[config.mk]
export PLATFORM = sky130hd
export DESIGN_NAME = pulp_pwr_domain_ctrl
export DESIGN_NICKNAME = d
export VERILOG_FILES = /design/src/rtl/pulp_pwr_domain_ctrl.sv
export SDC_FILE = /design/constraint.sdc
export NUM_CORES = 1
export LEC_CHECK = 0
export BUFFER_PORTS_ARGS = -buffer_cell sky130_fd_sc_hd__buf_2
export CAP_MARGIN = 20
export CORE_MARGIN = 3
export CORE_UTILIZATION = 46
export DETAILED_ROUTE_END_ITERATION = 10
export PLACE_DENSITY = 0.94
export SETUP_SLACK_MARGIN = 0.15
export SYNTH_ARGS = -nofsm -noshare
export SYNTH_HDL_FRONTEND = slang
export SYNTH_SLANG_ARGS = --single-unit
export TNS_END_PERCENT = 30
[constraint.sdc]
create_clock -name clk_i -period 3.5 [get_ports clk_i]
set_input_delay 0.175 -clock clk_i [delete_from_list [all_inputs] [get_ports clk_i]]
set_output_delay 0.175 -clock clk_i [all_outputs]
set_load 0.1 [all_outputs]
[src/rtl/pulp_pwr_domain_ctrl.sv]
// Power-domain sequencer for one switchable domain.
// Drives the power switch, clock gate, domain reset and the isolation clamp bank,
// and handshakes with the always-on PMU over a four-phase req/ack pair.
// Each power-up or power-down sequence runs to completion. The request is only
// re-examined once the domain is stable in ON or OFF.
module pulp_pwr_domain_ctrl #(
    parameter int                 NUM_SIG     = 32,
    parameter logic [NUM_SIG-1:0] ISO_VAL     = '0,
    parameter int                 PWR_UP_CYC  = 8,
    parameter int                 RST_CYC     = 4,
    parameter int                 ISO_CYC     = 2,
    parameter int                 TIMEOUT_CYC = 256
) (
    input  logic               clk_i,
    input  logic               rst_ni,
    input  logic               pwr_req_i,
    output logic               pwr_ack_o,
    output logic               err_o,
    output logic               sleep_o,
    input  logic               sleepout_i,
    output logic               clk_en_o,
    output logic               rst_dom_no,
    output logic               iso_o,
    input  logic [NUM_SIG-1:0] data_i,
    output logic [NUM_SIG-1:0] data_o
);

    localparam int CNT_W = $clog2(TIMEOUT_CYC + 1);

    localparam logic [CNT_W-1:0] CNT_SAT     = CNT_W'(TIMEOUT_CYC);
    localparam logic [CNT_W-1:0] PWR_UP_LAST = CNT_W'(PWR_UP_CYC - 1);
    localparam logic [CNT_W-1:0] RST_LAST    = CNT_W'(RST_CYC - 1);
    localparam logic [CNT_W-1:0] ISO_LAST    = CNT_W'(ISO_CYC - 1);
    localparam logic [CNT_W-1:0] TO_LAST     = CNT_W'(TIMEOUT_CYC - 1);

    typedef enum logic [2:0] {
        S_OFF    = 3'd0,
        S_PWR_UP = 3'd1,
        S_CLK_EN = 3'd2,
        S_ON     = 3'd3,
        S_ISO    = 3'd4,
        S_RST    = 3'd5,
        S_PWR_DN = 3'd6
    } state_e;

    state_e           state_q, state_d;
    logic [CNT_W-1:0] cnt_q, cnt_d;
    logic             err_q, err_d;

    // State, dwell counter and sticky timeout flag registers
    always_ff @(posedge clk_i or negedge rst_ni) begin
        if (!rst_ni) begin
            state_q <= S_OFF;
            cnt_q   <= '0;
            err_q   <= 1'b0;
        end else begin
            state_q <= state_d;
            cnt_q   <= cnt_d;
            err_q   <= err_d;
        end
    end

    // Next-state logic: sequence steps and switch-chain timeout handling
    always_comb begin
        state_d = state_q;
        err_d   = err_q;
        unique case (state_q)
            S_OFF: begin
                if (pwr_req_i) begin
                    state_d = S_PWR_UP;
                    err_d   = 1'b0;
                end
            end
            S_PWR_UP: begin
                if (!sleepout_i && (cnt_q >= PWR_UP_LAST)) begin
                    state_d = S_CLK_EN;
                end else if (cnt_q == TO_LAST) begin
                    state_d = S_PWR_DN;
                    err_d   = 1'b1;
                end
            end
            S_CLK_EN: begin
                if (cnt_q == RST_LAST) state_d = S_ON;
            end
            S_ON: begin
                if (!pwr_req_i) state_d = S_ISO;
            end
            S_ISO: begin
                if (cnt_q == ISO_LAST) state_d = S_RST;
            end
            S_RST: begin
                if (cnt_q == RST_LAST) state_d = S_PWR_DN;
            end
            S_PWR_DN: begin
                if (sleepout_i) begin
                    state_d = S_OFF;
                end else if (cnt_q == TO_LAST) begin
                    state_d = S_OFF;
                    err_d   = 1'b1;
                end
            end
            default: state_d = S_OFF;
        endcase
    end

    // Dwell counter: restarts on every state change, saturates when idle
    always_comb begin
        cnt_d = cnt_q;
        if (state_d != state_q) begin
            cnt_d = '0;
        end else if (cnt_q != CNT_SAT) begin
            cnt_d = cnt_q + CNT_W'(1);
        end
    end

    // Control outputs are decoded from registered state only. Ack is held low
    // in PWR_DN after a power-up timeout, because the domain never reached ON.
    always_comb begin
        sleep_o    = 1'b1;
        iso_o      = 1'b1;
        clk_en_o   = 1'b0;
        rst_dom_no = 1'b0;
        pwr_ack_o  = 1'b0;
        unique case (state_q)
            S_OFF: begin
            end
            S_PWR_UP: begin
                sleep_o = 1'b0;
            end
            S_CLK_EN: begin
                sleep_o  = 1'b0;
                clk_en_o = 1'b1;
            end
            S_ON: begin
                sleep_o    = 1'b0;
                iso_o      = 1'b0;
                clk_en_o   = 1'b1;
                rst_dom_no = 1'b1;
                pwr_ack_o  = 1'b1;
            end
            S_ISO: begin
                sleep_o    = 1'b0;
                clk_en_o   = 1'b1;
                rst_dom_no = 1'b1;
                pwr_ack_o  = 1'b1;
            end
            S_RST: begin
                sleep_o   = 1'b0;
                clk_en_o  = 1'b1;
                pwr_ack_o = 1'b1;
            end
            S_PWR_DN: begin
                pwr_ack_o = ~err_q;
            end
            default: begin
            end
        endcase
    end

    assign err_o  = err_q;
    assign data_o = iso_o ? ISO_VAL : data_i;

endmodule

==> results.py, run 1 <==
metrics = {
    "logic_synthesis": {
        "synthTopCellsByCount": "and3_1 (34), dfrtp_1 (13), nor2_1 (9)",
        "ys_warn_count": 0,
        "netlist_area_um2": 1190,
        "netlist.top_cell.by_area": "dfrtp_1",
        "synth_xor_area_frac": 0.0442,
        "synth_compound_area_frac": 0.148,
        "ys_ff_latch": 13,
        "yosys.area_share.simple": 0.391,
        "seq_area_frac_synth": 0.273,
        "synth_top_family_by_area": "simple AND/OR/NAND/NOR gates",
        "synth_mux_area_frac": 0.0273,
        "synthArstFlopShare": 1.00,
        "syn_area_per_cell_um2": 7.99,
        "synth_fa_ha_area_frac": 0.0526,
        "netlist-cell-type-count": 40,
        "yosysMostFrequentCell": "and3_1",
        "synthCells": 149,
        "ys.flop_type": "dfrtp_1",
        "synth_edf_count": 0,
        "syn_nets": 190,
        "yosys.area.top_type_share": 0.273,
        "synth_area_leaders": "dfrtp_1 (27%), and3_1 (18%), ha_1 (5.3%), nor3_1 (3.4%), o21ai_0 (3.4%)",
    },
    "floorplan": {
        "core_um2": 2340,
        "rows": 17,
        "initial_core_util": 0.509,
        "die_h_um": 56.9,
        "die_area_um2": 3230,
        "ios": 74,
        "die_w_um": 56.9,
    },
    "global_route": {
        "antenna_found_initial": 0,
        "grt.met1_usage": 0.231,
        "gr-usage-met2": 0.403,
        "grt_pass1_vias": 1264,
        "overflow": 0,
        "grt_busiest_layer": "met2",
        "grt_util_all_layers": 0.217,
        "grt_max_degree": 51,
        "grt_pass1_wl_um": 5570,
        "use_met3": 0.0437,
    },
    "placement": {
        "portBuffers": 73,
        "place_area_um2": 1550,
        "routabilityCongestion": 0.897,
        "hpwl_um": 2850,
        "placed_cells": 239,
    },
    "clocking": {
        "cts_resized": 0,
        "clock_path_buffers": 2,
        "cts_root_buffer": "clkbuf_4",
        "clk_pin_slew_ns": 0.08,
        "cts_tree": "yes",
        "post_cts_buffers": 0,
        "cts_sinks": 13,
        "htreeDepth": 1,
        "cts_buffers": 3,
        "cts_hold_buf": 1,
        "clock_latency_ns": 0.28,
    },
    "hold_path": {
        "whs_endpoint": "state_q[2]",
        "hold_depth": 2,
        "hold_path.class": "input port to flop",
        "hp-start": "pwr_req_i",
    },
    "timing": {
        "max_slew_margin": 0.287,
        "final_max_slew_viol_count": 0,
        "final_hold_viol_count": 0,
        "rsz0062_at_grt": "false",
        "whs_ns": 0.174,
        "setup-violations-final": 0,
        "finalCritPeriodShare": 0.712,
        "fin_skew_ns": 0.00184,
        "period_needed_ns": 2.49,
        "max_freq_mhz": 401,
        "setup_tns_ns": 0,
        "tightest_slew_ns": 1.07,
    },
    "final_layout": {
        "area_growth_syn_to_layout_pct": 32.9,
        "nets": 258,
        "stdcell_area_um2": 1580,
        "nFillCells": 212,
        "seq_area_um2": 325,
        "stdcell_count": 244,
        "multi_input_area_um2": 790,
        "drive_above_1_share": 0.398,
        "diodes": 0,
    },
    "route": {
        "drt_pass1_iterations": 4,
        "routed_wirelength_um": 3580,
        "wl_per_cell_um": 14.7,
        "drt_iter0_markers": 71,
        "vias": 1349,
        "drc_errors": 0,
        "ant_nets": 0,
        "via_per_inst": 5.53,
    },
    "setup_path": {
        "required_ns": 3.32,
        "r2r-start": "cnt_q[0]",
        "critPathKind": "flop to output port",
        "critPathLaunchType": "flop",
        "path_max_fanout": 34,
        "endpoint_kind": "output port",
        "rrSetupSlack_ns": 1.23,
        "timing.rr.end": "cnt_q[1]",
        "rr_worst_depth": 8,
        "cp.arrival_ns": 2.32,
    },
    "pwr": {
        "peakVddDrop_mv": 1.03,
        "total_power_mw": 1.29,
        "power_density_nw_per_um2": 817,
        "leakage_nw": 0.970,
    },
    "job": {
        "cap_violations": 0,
    },
    "run_status": {
        "status": "complete, no violations",
    },
}
placed cells by master (no fill, tap or decap), drive strengths merged, types with 4 or more instances in the layout:
cell / instances
clkbuf: 4
nand2: 7
dfrtp: 13
a21oi: 4
inv: 8
nor2: 9
o21ai: 9
nand3: 4
nor3: 9
ha: 5
and3: 34
buf: 73
worst max-delay path, cell delays in order (launching register included):
cell	delay (ns)
dfrtp_1	0.56
and2b_1	0.69
nand2_1	0.20
o21ai_0	0.12
buf_2	0.46
registers in the layout (all words and copies together), names as in the netlist:
signal   count
cnt_q        9
state_q      3
err_o        1
stage by stage:
step	setup WS [ns]	utilization
after floorplan	0.322	-
after global placement	1.36	0.660
after detailed placement	1.26	0.660
after CTS	1.03	0.676
after global routing	0.795	0.676
final	1.01	0.676
routing by layer:
layer  vias to the layer above  routed length [um]
li1                        669                   -
met1                       607                1260
met2                        65                1920
met3                         8                 324
met4                         0                  74
met5                         -                   0
layout make-up:
cell class | instances | share of cell area
multi-input combinational | 117 | 0.499
inverter | 8 | 0.0190
tap | 28 | 0.0222
clock buffer | 4 | 0.0166
timing repair buffer | 74 | 0.237
sequential | 13 | 0.206
worst max path at each step:
stage,startpoint,end,slack (ns),depth (start not counted)
finish,state_q[1],rst_dom_no,1.01,4
global route,state_q[1],rst_dom_no,0.79,4
CTS,state_q[1],rst_dom_no,1.03,4
detailed placement,cnt_q[0],cnt_q[1],1.26,8
global placement,state_q[0],cnt_q[2],1.36,3
floorplan,state_q[0],sleep_o,0.32,3
kinds of logic after synthesis:
kind of cell	count (synthesis)
buffers and inverters	19
DFF	13
muxes	3
xor gates and xnor gates	6
AOI/OAI and AO/OA	24
adders and majority gates	5
and+or+nand+nor	79
report_power, final:
| group | internal, mW | switching [mW] |
|---|---|---|
| logic | 0.219 | 0.681 |
| clock network | 0.0443 | 0.0530 |
| registers | 0.184 | 0.111 |
| total | 0.447 | 0.845 |
Power figures use the tool's default switching activity.
==> run 2, diff against run 1 <==
--- a/config.mk
+++ b/config.mk
@@ -8,9 +8,9 @@
 export BUFFER_PORTS_ARGS = -buffer_cell sky130_fd_sc_hd__buf_2
 export CAP_MARGIN = 20
 export CORE_MARGIN = 3
-export CORE_UTILIZATION = 46
+export CORE_UTILIZATION = 43
 export DETAILED_ROUTE_END_ITERATION = 10
-export PLACE_DENSITY = 0.94
+export PLACE_DENSITY = 0.89
 export SETUP_SLACK_MARGIN = 0.15
 export SYNTH_ARGS = -nofsm -noshare
 export SYNTH_HDL_FRONTEND = slang
==> constraint.sdc (replaced) <==
create_clock -name clk_i -period 2.5 [get_ports clk_i]
set_input_delay 0.125 -clock clk_i [delete_from_list [all_inputs] [get_ports clk_i]]
set_output_delay 0.125 -clock clk_i [all_outputs]
set_load 0.1 [all_outputs]
==> results.py, run 2 (synthesis gave the netlist of run 1 again) <==
metrics = {
    "pwr": {
        "peakVddDrop_mv": 1.01,
        "power_density_nw_per_um2": 1150,
        "p_seq_frac": 0.198,
        "clockPowerShare": 0.076,
        "leakage_nw": 0.983,
        "switching_share": 0.646,
        "power.internal_mw": 0.656,
        "p_comb_frac": 0.726,
        "switchingPower_mw": 1.19,
    },
    "clocking": {
        "clk_pin_slew_ns": 0.08,
        "cts_sinks": 13,
        "cts_root_buffer": "clkbuf_4",
        "htreeDepth": 1,
        "clock_path_buffers": 2,
        "cts_buffers": 3,
        "cts_tree": "yes",
        "clock_latency_ns": 0.29,
    },
    "hold_path": {
        "hp-start": "pwr_req_i",
        "hold_path.class": "input port to flop",
    },
    "global_route": {
        "overflow": 0,
        "antenna_found_initial": 0,
        "grt_util_all_layers": 0.181,
        "grt_pass1_wl_um": 4910,
        "grt_pass1_vias": 1111,
        "grt_max_degree": 34,
    },
    "final_layout": {
        "final_cell_mix": "buf_2 (73), and3_1 (34), dfrtp_1 (13)",
        "diodes": 0,
        "final_common_cell": "buf_2",
        "largest_reg_flops": 9,
        "area_growth_syn_to_layout_pct": 35.6,
        "nets": 260,
        "drive_above_1_share": 0.408,
        "nFillCells": 260,
        "top_register": "cnt_q",
        "post-route-util": 0.634,
    },
    "route": {
        "vias": 1332,
        "wl_per_cell_um": 13.0,
        "ant_nets": 0,
        "drc_errors": 0,
        "drt_iter0_markers": 69,
        "routed_wirelength_um": 3220,
        "drt_pass1_iterations": 4,
        "via_per_inst": 5.37,
    },
    "floorplan": {
        "rows": 18,
        "die_w_um": 58.6,
        "die_h_um": 58.6,
        "initial_core_util": 0.468,
        "core_um2": 2540,
        "ios": 74,
        "die_area_um2": 3430,
    },
    "timing": {
        "setup_ws_ns": 0.310,
        "tightest_slew_ns": 0.500,
        "final_hold_viol_count": 0,
        "setup_tns_ns": 0,
        "final_max_slew_viol_count": 0,
        "fin_skew_ns": 0.000997,
        "whs_ns": 0.111,
        "rsz0062_at_grt": "true",
        "period_needed_ns": 2.19,
        "max_slew_margin": 0.669,
        "finalCritPeriodShare": 0.876,
        "setup-violations-final": 0,
        "max_freq_mhz": 457,
    },
    "setup_path": {
        "critPathKind": "flop to output port",
        "r2r-start": "cnt_q[0]",
        "required_ns": 2.38,
        "endpoint_kind": "output port",
        "crit_start": "state_q[1]",
        "critPathLaunchType": "flop",
        "path_max_fanout": 23,
        "cp.arrival_ns": 2.06,
    },
    "placement": {
        "portBuffers": 73,
        "routabilityCongestion": 0.864,
        "dp_slack_ns": 0.333,
        "hpwl_um": 2530,
    },
    "job": {
        "cap_violations": 0,
    },
    "run_status": {
        "status": "complete, no violations",
    },
}
run 2: repair_timing:
item	CTS	global route
setup buffers	0	0
hold buffers	1	0
endpoints found under the hold margin	13	0
resized for setup	0	1
endpoints found under the setup margin	0	10
run 2: metrics by stage:
stage          power, mW  instances  area (um^2)
2_1_floorplan       1.48        149         1190
6_report            1.85        248         1610
3_3_place_gp        1.67        243         1570
3_5_place_dp        1.69        243         1570
4_1_cts             1.84        248         1600
5_1_grt             1.98        248         1610
run 2: metal layers:
layer	GRT usage	share of wire	wire length [um]	vias up
li1	-	-	-	670
met1	0.212	0.38	1220	607
met2	0.327	0.50	1600	50
met3	0.0329	0.11	355	5
met4	0.0680	0.013	42	0
met5	0	0	0	-
run 2: path summary, 6_finish.rpt:
kind	end	slack, ns	cells past startpoint
min reg2reg	err_o	0.56	2
min	state_q[2]	0.11	2
min in group asynchronous	cnt_q[1]	0.23	2
max in group asynchronous	err_o	2.04	2
max	data_o[6]	0.31	4
max reg2reg	state_q[1]	0.37	9
run 2: worst max-delay path, stage by stage (launching register included):
cell and delay [ns]:
dfrtp_1 0.57, and2b_1 0.35, buf_4 0.26, and3_1 0.17
buf_2 0.42
run 2: layout make-up:
class / instances / area, um^2 / share of cell area
Tap cell: 30 / 37.5 / 0.0233
Multi-Input combinational cell: 117 / 805 / 0.498
Inverter: 8 / 30.0 / 0.0186
Sequential cell: 13 / 325 / 0.202
Timing Repair Buffer: 76 / 390 / 0.242
Clock buffer: 4 / 26.3 / 0.0163
run 2: power groups by stage:
stage                     clock network, mW  registers (mW)  logic [mW]
after global placement                    0           0.363        1.31
after floorplan                           0           0.308        1.18
after CTS                             0.144           0.366        1.33
after detailed placement                  0           0.369        1.32
after global routing                  0.152           0.383        1.44
final                                 0.140           0.367        1.34
